$ cat src/rtl/sig_dma_pkg.sv
// Shared types and constants for the two-channel audio-memory DMA arbiter.
package sig_dma_pkg;

  localparam int DEF_ADDR_W = 32;
  localparam int DEF_DATA_W = 32;

  localparam logic CH0 = 1'b0;
  localparam logic CH1 = 1'b1;

  typedef enum logic [1:0] {
    IDLE  = 2'd0,
    ISSUE = 2'd1,
    WAIT  = 2'd2
  } state_t;

  // Sole pender wins; on a tie the channel not granted last time wins.
  function automatic logic rr_pick(input logic p0, input logic p1, input logic last);
    return (p0 & p1) ? ~last : p1;
  endfunction

endpackage

$ cat src/rtl/sig_dma_req_latch.sv
// Holds one pulse-style request (addr/wdata/dir) until the arbiter issues it.
module sig_dma_req_latch
  import sig_dma_pkg::*;
#(
  parameter int ADDR_W = DEF_ADDR_W,
  parameter int DATA_W = DEF_DATA_W
) (
  input  logic              clk,
  input  logic              rst,
  input  logic              read,
  input  logic              write,
  input  logic [ADDR_W-1:0] addr,
  input  logic [DATA_W-1:0] writedata,
  input  logic              clr,
  output logic              pend,
  output logic [ADDR_W-1:0] addr_q,
  output logic [DATA_W-1:0] wdata_q,
  output logic              dir_q,
  output logic              overrun
);

  logic strobe;

  assign strobe  = read | write;
  // A pulse that arrives while a request is still held is dropped.
  assign overrun = strobe & pend;

  always_ff @(posedge clk or negedge rst) begin
    if (!rst) begin
      pend    <= 1'b0;
      addr_q  <= '0;
      wdata_q <= '0;
      dir_q   <= 1'b0;
    end else if (clr) begin
      pend <= 1'b0;
    end else if (strobe && !pend) begin
      pend    <= 1'b1;
      addr_q  <= addr;
      wdata_q <= write ? writedata : '0;
      dir_q   <= write;
    end
  end

endmodule

$ cat src/rtl/sig_dma_arbiter.sv
// Round-robin share of one DMA memory port between the signal loader (ch0)
// and the feature writer (ch1), one transaction outstanding, with timeout.
//
//   state | meaning
//   IDLE  | waiting for a pending request; picks grant, loads mem strobe
//   ISSUE | mem strobe on the bus; clears granted pend, zeroes timer
//   WAIT  | waiting for mem_rdy or timer terminal count
module sig_dma_arbiter
  import sig_dma_pkg::*;
#(
  parameter int ADDR_W  = DEF_ADDR_W,
  parameter int DATA_W  = DEF_DATA_W,
  parameter int TIMEOUT = 1023
) (
  input  logic              clk,
  input  logic              rst,
  input  logic [ADDR_W-1:0] ch0_addr,
  input  logic              ch0_read,
  input  logic              ch0_write,
  input  logic [DATA_W-1:0] ch0_writedata,
  output logic [DATA_W-1:0] ch0_readdata,
  output logic              ch0_rdy,
  input  logic [ADDR_W-1:0] ch1_addr,
  input  logic              ch1_read,
  input  logic              ch1_write,
  input  logic [DATA_W-1:0] ch1_writedata,
  output logic [DATA_W-1:0] ch1_readdata,
  output logic              ch1_rdy,
  output logic [ADDR_W-1:0] mem_addr,
  output logic              mem_read,
  output logic              mem_write,
  output logic [DATA_W-1:0] mem_writedata,
  input  logic [DATA_W-1:0] mem_readdata,
  input  logic              mem_rdy,
  output logic              err_overrun,
  output logic              err_timeout
);

  localparam int CNT_W = $clog2(TIMEOUT + 1);
  localparam logic [CNT_W-1:0] TO_LAST = CNT_W'(TIMEOUT - 1);

  state_t            state;
  logic              grant;
  logic              last_grant;
  logic              cur_write;
  logic [CNT_W-1:0]  cnt;

  logic              pend0, pend1;
  logic              dir0, dir1;
  logic              ovr0, ovr1;
  logic              clr0, clr1;
  logic [ADDR_W-1:0] addr0, addr1;
  logic [DATA_W-1:0] wdata0, wdata1;

  logic              nxt_grant;
  logic              sel_write;
  logic [ADDR_W-1:0] sel_addr;
  logic [DATA_W-1:0] sel_wdata;
  logic [DATA_W-1:0] resp_data;
  logic              tmo_hit;

  assign clr0 = (state == ISSUE) && (grant == CH0);
  assign clr1 = (state == ISSUE) && (grant == CH1);

  sig_dma_req_latch #(.ADDR_W(ADDR_W), .DATA_W(DATA_W)) u_req0 (
    .clk       (clk),
    .rst       (rst),
    .read      (ch0_read),
    .write     (ch0_write),
    .addr      (ch0_addr),
    .writedata (ch0_writedata),
    .clr       (clr0),
    .pend      (pend0),
    .addr_q    (addr0),
    .wdata_q   (wdata0),
    .dir_q     (dir0),
    .overrun   (ovr0)
  );

  sig_dma_req_latch #(.ADDR_W(ADDR_W), .DATA_W(DATA_W)) u_req1 (
    .clk       (clk),
    .rst       (rst),
    .read      (ch1_read),
    .write     (ch1_write),
    .addr      (ch1_addr),
    .writedata (ch1_writedata),
    .clr       (clr1),
    .pend      (pend1),
    .addr_q    (addr1),
    .wdata_q   (wdata1),
    .dir_q     (dir1),
    .overrun   (ovr1)
  );

  assign nxt_grant = rr_pick(pend0, pend1, last_grant);
  assign sel_write = (nxt_grant == CH1) ? dir1   : dir0;
  assign sel_addr  = (nxt_grant == CH1) ? addr1  : addr0;
  assign sel_wdata = (nxt_grant == CH1) ? wdata1 : wdata0;
  assign resp_data = cur_write ? '0 : mem_readdata;
  assign tmo_hit   = (cnt == TO_LAST);

  always_ff @(posedge clk or negedge rst) begin
    if (!rst) begin
      state         <= IDLE;
      grant         <= CH0;
      last_grant    <= CH1;
      cur_write     <= 1'b0;
      cnt           <= '0;
      mem_addr      <= '0;
      mem_read      <= 1'b0;
      mem_write     <= 1'b0;
      mem_writedata <= '0;
      ch0_rdy       <= 1'b0;
      ch1_rdy       <= 1'b0;
      ch0_readdata  <= '0;
      ch1_readdata  <= '0;
      err_overrun   <= 1'b0;
      err_timeout   <= 1'b0;
    end else begin
      // Strobes and completions are single-cycle pulses.
      mem_addr      <= '0;
      mem_read      <= 1'b0;
      mem_write     <= 1'b0;
      mem_writedata <= '0;
      ch0_rdy       <= 1'b0;
      ch1_rdy       <= 1'b0;
      ch0_readdata  <= '0;
      ch1_readdata  <= '0;

      if (ovr0 || ovr1) err_overrun <= 1'b1;

      case (state)
        IDLE: begin
          if (pend0 || pend1) begin
            grant         <= nxt_grant;
            last_grant    <= nxt_grant;
            cur_write     <= sel_write;
            mem_addr      <= sel_addr;
            mem_read      <= ~sel_write;
            mem_write     <= sel_write;
            mem_writedata <= sel_write ? sel_wdata : '0;
            state         <= ISSUE;
          end
        end

        ISSUE: begin
          cnt   <= '0;
          state <= WAIT;
        end

        WAIT: begin
          // A real completion beats a timeout landing in the same cycle.
          if (mem_rdy || tmo_hit) begin
            if (grant == CH0) begin
              ch0_rdy      <= 1'b1;
              ch0_readdata <= mem_rdy ? resp_data : '0;
            end else begin
              ch1_rdy      <= 1'b1;
              ch1_readdata <= mem_rdy ? resp_data : '0;
            end
            if (!mem_rdy) err_timeout <= 1'b1;
            state <= IDLE;
          end else begin
            cnt <= cnt + 1'b1;
          end
        end

        default: state <= IDLE;
      endcase
    end
  end

endmodule
$ cat config.mk
export PLATFORM = sky130hd
export DESIGN_NAME = sig_dma_arbiter
export DESIGN_NICKNAME = d
export VERILOG_FILES = /design/src/rtl/sig_dma_pkg.sv /design/src/rtl/sig_dma_req_latch.sv /design/src/rtl/sig_dma_arbiter.sv
export SDC_FILE = /design/constraint.sdc
export NUM_CORES = 1
export LEC_CHECK = 0
export ABC_AREA = 0
export CAP_MARGIN = 15
export CORE_ASPECT_RATIO = 0.8
export CORE_MARGIN = 1.5
export CORE_UTILIZATION = 47
export DETAILED_ROUTE_END_ITERATION = 7
export GPL_TIMING_DRIVEN = 0
export PLACE_DENSITY_LB_ADDON = 0.1
export SYNTH_ARGS = -nofsm -noshare
export SYNTH_HDL_FRONTEND = slang
export SYNTH_SLANG_ARGS = --single-unit
$ cat constraint.sdc
create_clock -name clk -period 2.2 [get_ports clk]
set_input_delay 0.44 -clock clk [delete_from_list [all_inputs] [get_ports clk]]
set_output_delay 0.44 -clock clk [all_outputs]
set_load 0.01 [all_outputs]
* After elaboration in Yosys (flattened, before gate mapping)
Cells that the tools add are included.
Word-level totals: bits in registers 281, bits of input ports 167, output and inout port bits 134, word-level logic and storage cells 98
Operators by class: $add $sub $neg 1, equality and inequality tests 6, multiplexer cells 38, bitwise gates (word level) 11, reductions and logical operators 19
Operator list (number):
- 32-bit two-way mux | 17
- 10-bit one-hot mux with 2 select lines | 1
- 1-bit two-way mux | 16
- 10-bit by 1-bit adder with 10-bit output, second input constant | 1
- 10-bit equality test, second input constant | 1
- 10-bit two-way mux | 1
- 2-bit AND reduction | 5
- 2-bit inequality test, second input constant | 3
- 1-bit NOT | 6
- 2-bit one-hot mux with 3 select lines | 1
- 2-bit nonzero test | 3
- 1-bit logical AND | 4
- 2-bit two-way mux | 2
- 1-bit AND | 3
- 1-bit logical OR | 3
- 3-bit AND reduction | 1
- 2-bit by 1-bit equality test with 1-bit output, second input constant | 1
- 2-bit equality test, second input constant | 1
- 1-bit logical NOT | 2
- 2-bit logical NOT | 1
- 1-bit bitwise OR | 2

* Logic depth before layout (Yosys ltp)
word-level depth 6, gate-level depth with buffers 7, mapped depth without buffers 6

* Modules after synthesis
A second synthesis with hierarchy kept.
Second synthesis, totals: cell total of the unflattened synthesis 810, area total of the unflattened synthesis 10378.7 um^2
Modules (own cells, without submodules):
- sig_dma_arbiter | instances 1, cells an instance 514, area an instance 5534.1 um^2, sequential area each 3729.8 um^2
- sig_dma_req_latch | instances 2, cells an instance 148, area an instance 2422.3 um^2, sequential area each 1651.6 um^2

* Worst setup path before layout
OpenSTA, ideal clock, no wires.
path type register to register, from register cnt[0], to register cnt[6], setup time 79 ps, arrival time 1627 ps, data required time 2121 ps, slack 494 ps, cell stages (with the launch flop) 8, path buffers 1, clock period less this slack 1706 ps, path through dfrtp_1 > inv_1 > ha_1 > and4_1 > and3_1 > clkbuf_1 > nor4_1 > mux2i_1
Between the ends: longest elaborated chain between the ends 4, elaborated cells on any way between the ends 7, classes of those cells add/sub: 1; eq/ne: 2; mux: 2; reduce/logical: 2
RTL lines:
- start: declaration | line sig_dma_arbiter.sv:46 | logic [CNT_W-1:0] cnt;
- start signal: assignment | line sig_dma_arbiter.sv:164 | cnt <= cnt + 1'b1;
- branches (longest 4 deep; another with 10-bit by 1-bit adder with 10-bit output)
Parallel ways; which one is timed is not known. The select of a mux whose other input is x is not followed. A chain may end at the register's enable or synchronous reset.

* Worst setup path in the final report
from register u_req0.pend, to register mem_writedata[27]
Between the ends: longest elaborated chain between the ends 6, elaborated cells on any way between the ends 8, classes of those cells mux: 6; bitwise: 1; reduce/logical: 1
RTL lines:
- start: declaration | line sig_dma_req_latch.sv:15 | output logic pend,
- start signal: assignment | line sig_dma_req_latch.sv:30 | pend <= 1'b0;
- start signal: assignment | line sig_dma_req_latch.sv:35 | pend <= 1'b0;
- start signal: assignment | line sig_dma_req_latch.sv:37 | pend <= 1'b1;
- 1-bit AND | line sig_dma_pkg.sv:18 | return (p0 & p1) ? ~last : p1;
- 1-bit two-way mux | line sig_dma_pkg.sv:18
- 32-bit two-way mux or 1-bit two-way mux (tied branches) | line sig_dma_arbiter.sv:98, sig_dma_arbiter.sv:96
- 32-bit two-way mux | line sig_dma_arbiter.sv:141 | mem_writedata <= sel_write ? sel_wdata : '0;
- 32-bit two-way mux * | line sig_dma_arbiter.sv:134 | if (pend0 || pend1) begin
- 32-bit two-way mux * | line sig_dma_arbiter.sv:132 | case (state)
- end signal: assignment | line sig_dma_arbiter.sv:141
- end: declaration | line sig_dma_arbiter.sv:32 | output logic [DATA_W-1:0] mem_writedata,
Mark *: on every way between the ends. The rest lies on a longest branch, timed or not.

==> qor.yml <==
run_status:
  outcome: "finished clean"
finish:
  final_cell_mix: "clkdlybuf4s50_1, dfrtp_1, nand2_1, and3_1, a21oi_1"
  area_delta_synth_final_pct: 42.6
  regArea_mm2: 0.00703
  final_design_area_no_fill_mm2: 0.0149
  final_util: 0.686
  fill_cells: 1676
  final_common_cell: "clkdlybuf4s50_1"
  final-instance-count-excl-fill: 1465
  final_nets: 1312
  drive_above_1_share: 0.126
  multi_input_area_mm2: 0.00311
synth:
  synth_area_per_cell_um2: 12.9
  synth_cell_types: 45
  netlist_area_mm2: 0.0104
  synthCells: 809
  syn-num-nets: 978
  ys_seq_area_frac: 0.675
  synth-seq-cells: 281
  ys_warn_count: 0
  synth_edf_count: 0
  synth_ff_type: "dfrtp_1"
  async_flop_share: 1.00
global_routing:
  grt_pass1_vias: 7490
  antenna_found_initial: 1
  globalRoute.totalOverflow: 0
  grt_pass1_wl_um: 41800
  grt_max_degree: 125
  grt_usage: 0.235
floorplan:
  dieArea_mm2: 0.0231
  start_util: 0.481
  core-area_mm2: 0.0217
  num_rows: 48
  dieHeight_um: 136
  io_pins: 301
  die_x_um: 170
power:
  comb_power_share: 0.324
  pwr-share-seq: 0.405
  swShare: 0.315
  pwr-share-clk: 0.271
  power.leakage_nw: 6.93
  p_per_area_mw_per_mm2: 1250
  p_int_mw: 12.7
  max-vdd-ir-drop_uv: 636
  p_switching_mw: 5.86
worst_setup_path:
  r2r-start: "u_req0.pend"
  worst-r2r-setup-slack_ns: 0.23
  rr_worst_depth: 7
  cp.required_ns: 2.66
  crit_type: "register to register"
  timing.rr.end: "mem_writedata[27]"
  critPathLaunchType: "register"
  crit_arrival_ns: 2.43
  crit_fanout: 10
  endpoint_kind: "register"
place:
  gp_congestion: 0.798
  dp_slack_ns: -0.0983
  io_buffers: 300
  dp.cells: 1411
  placed_area_mm2: 0.0139
  dpl.hpwl_um: 18400
routing:
  viasPerCell: 5.09
  vias: 7464
  wl_um: 26700
  drt_iter0_markers: 488
  firstDrtPassIters: 5
  drtAntennaViolNets: 0
  route.detailed.drc: 0
  wl_per_cell_um: 18.3
clocking:
  cts_max_path_buffers: 3
  cts_made_buffers: 29
  post_cts_buffers: 0
  ctsRootBufferMaster: "clkbuf_16"
  cts.reportedPaths.clkPinSlew_ns: 0.06
  cts_tree: "built"
  cts.htree.levels: 1
  insertion_delay_ns: 0.54
  cts_sinks: 281
timing:
  hold_slack_ns: 0.403
  tightestPinTransition_ns: 0.752
  max_freq_mhz: 509
  rsz0062_at_grt: "false"
  slew_viol_final: 0
  finalCriticalPeriod_ns: 1.97
  relSlewSlack: 0.498
  skew_ns: 0.0134
  layout_worst_path_cycle_share: 0.894
  setup_viol: 0
  layout_setup_ws_ns: 0.234
  hold_violations: 0
min_path:
  hp-class: "input pin to async pin"
flow_run:
  drv_cap: 0
final cells by class:
cell class	instances	share of cell area
antenna	2	0.000337
multi-input combinational	466	0.209
inverter	4	0.00101
buffer	58	0.0184
timing repair buffer	303	0.207
tap	300	0.0252
clock inverter	11	0.0111
clock buffer	40	0.0550
sequential	281	0.473
metrics by stage:
stage          setup TNS (ns)  power [mW]
4_1_cts                     0        18.7
5_1_grt                     0        19.7
6_report                    0        18.6
3_5_place_dp           -0.174        13.6
2_1_floorplan               0        11.1
3_3_place_gp         -3162.20        13.5
synth_stat cells (2+ instances only):
cell type / instances / area share
and4_1: 3 / 0.0025
nand2_1: 138 / 0.050
nor2_1: 9 / 0.0032
nand4_1: 3 / 0.0018
o21ai_1: 2 / 0.00096
a22o_1: 64 / 0.054
inv_1: 4 / 0.0014
nor3_1: 3 / 0.0014
mux2i_1: 5 / 0.0048
buf_1: 3 / 0.0011
buf_4: 2 / 0.0014
buf_2: 17 / 0.0082
nand3_1: 2 / 0.00096
o211ai_1: 2 / 0.0014
a21oi_1: 66 / 0.032
a221o_1: 2 / 0.0019
nor2b_1: 3 / 0.0018
clkbuf_1: 33 / 0.012
ha_1: 2 / 0.0024
nor3b_1: 2 / 0.0014
a21o_1: 3 / 0.0022
and3_1: 68 / 0.041
and2_1: 2 / 0.0012
buf_6: 3 / 0.0032
dfrtp_1: 280 / 0.67
o21ai_0: 6 / 0.0029
mux2_2: 48 / 0.052
mux2_4: 17 / 0.024
power groups by stage:
stage | sequential [mW] | clock [mW] | combinational [mW]
floorplan | 7.63 | 0 | 3.48
global placement | 7.59 | 0 | 5.92
detailed placement | 7.59 | 0 | 6.04
CTS | 7.53 | 5.13 | 6.08
global route | 7.71 | 5.32 | 6.66
finish | 7.53 | 5.04 | 6.02
kinds of logic after synthesis:
kind of cell    after synthesis  synth area share
flops                       281             0.675
simple gates                243             0.114
compound gates              151             0.101
mux                          70            0.0811
buf+inv                      62            0.0272
fa+ha+maj                     2           0.00240
sequential cells by signal, summed over array words and instances (netlist names), 2 cells and up:
name	flops
cnt	10
ch1_readdata	32
mem_addr	32
u_req1.wdata_q	32
u_req0.addr_q	32
u_req0.wdata_q	32
u_req1.addr_q	32
state	2
ch0_readdata	32
mem_writedata	32
critical path, stage by stage, from the launching register on:
cell and delay (ns):
dfrtp_1 0.32, clkbuf_1 0.26, nand2_1 0.08, nand2_1 0.17, buf_2 0.29, buf_1 0.42, nand2_1 0.15, a21oi_1 0.17
timing repair:
item,CTS,global route
resized for setup,1,6
hold buffers,1,0
cloned,0,0
endpoints found under the hold margin,46,0
setup endpoints to repair,10,56
routing by layer:
metal,part of all wire,GRT usage,vias to the layer above
li1,-,-,3489
met1,0.44,0.328,3677
met2,0.46,0.359,254
met3,0.075,0.0655,44
met4,0.026,0.0713,0
met5,0,0,-
how the worst max path moves through the flow:
stage	start	endpoint	slack, ns	cells past startpoint
detailed placement	mem_rdy	cnt[7]	-0.1	5
finish	u_req0.pend	mem_writedata[27]	0.23	7
floorplan	cnt[0]	cnt[6]	0.49	7
global route	u_req0.pend	mem_addr[10]	0.02	6
global placement	rst	u_req1.addr_q[10]	-11.30	1
CTS	u_req0.pend	mem_addr[3]	0.01	6
Note: power is estimated with default switching activity, not from simulation.
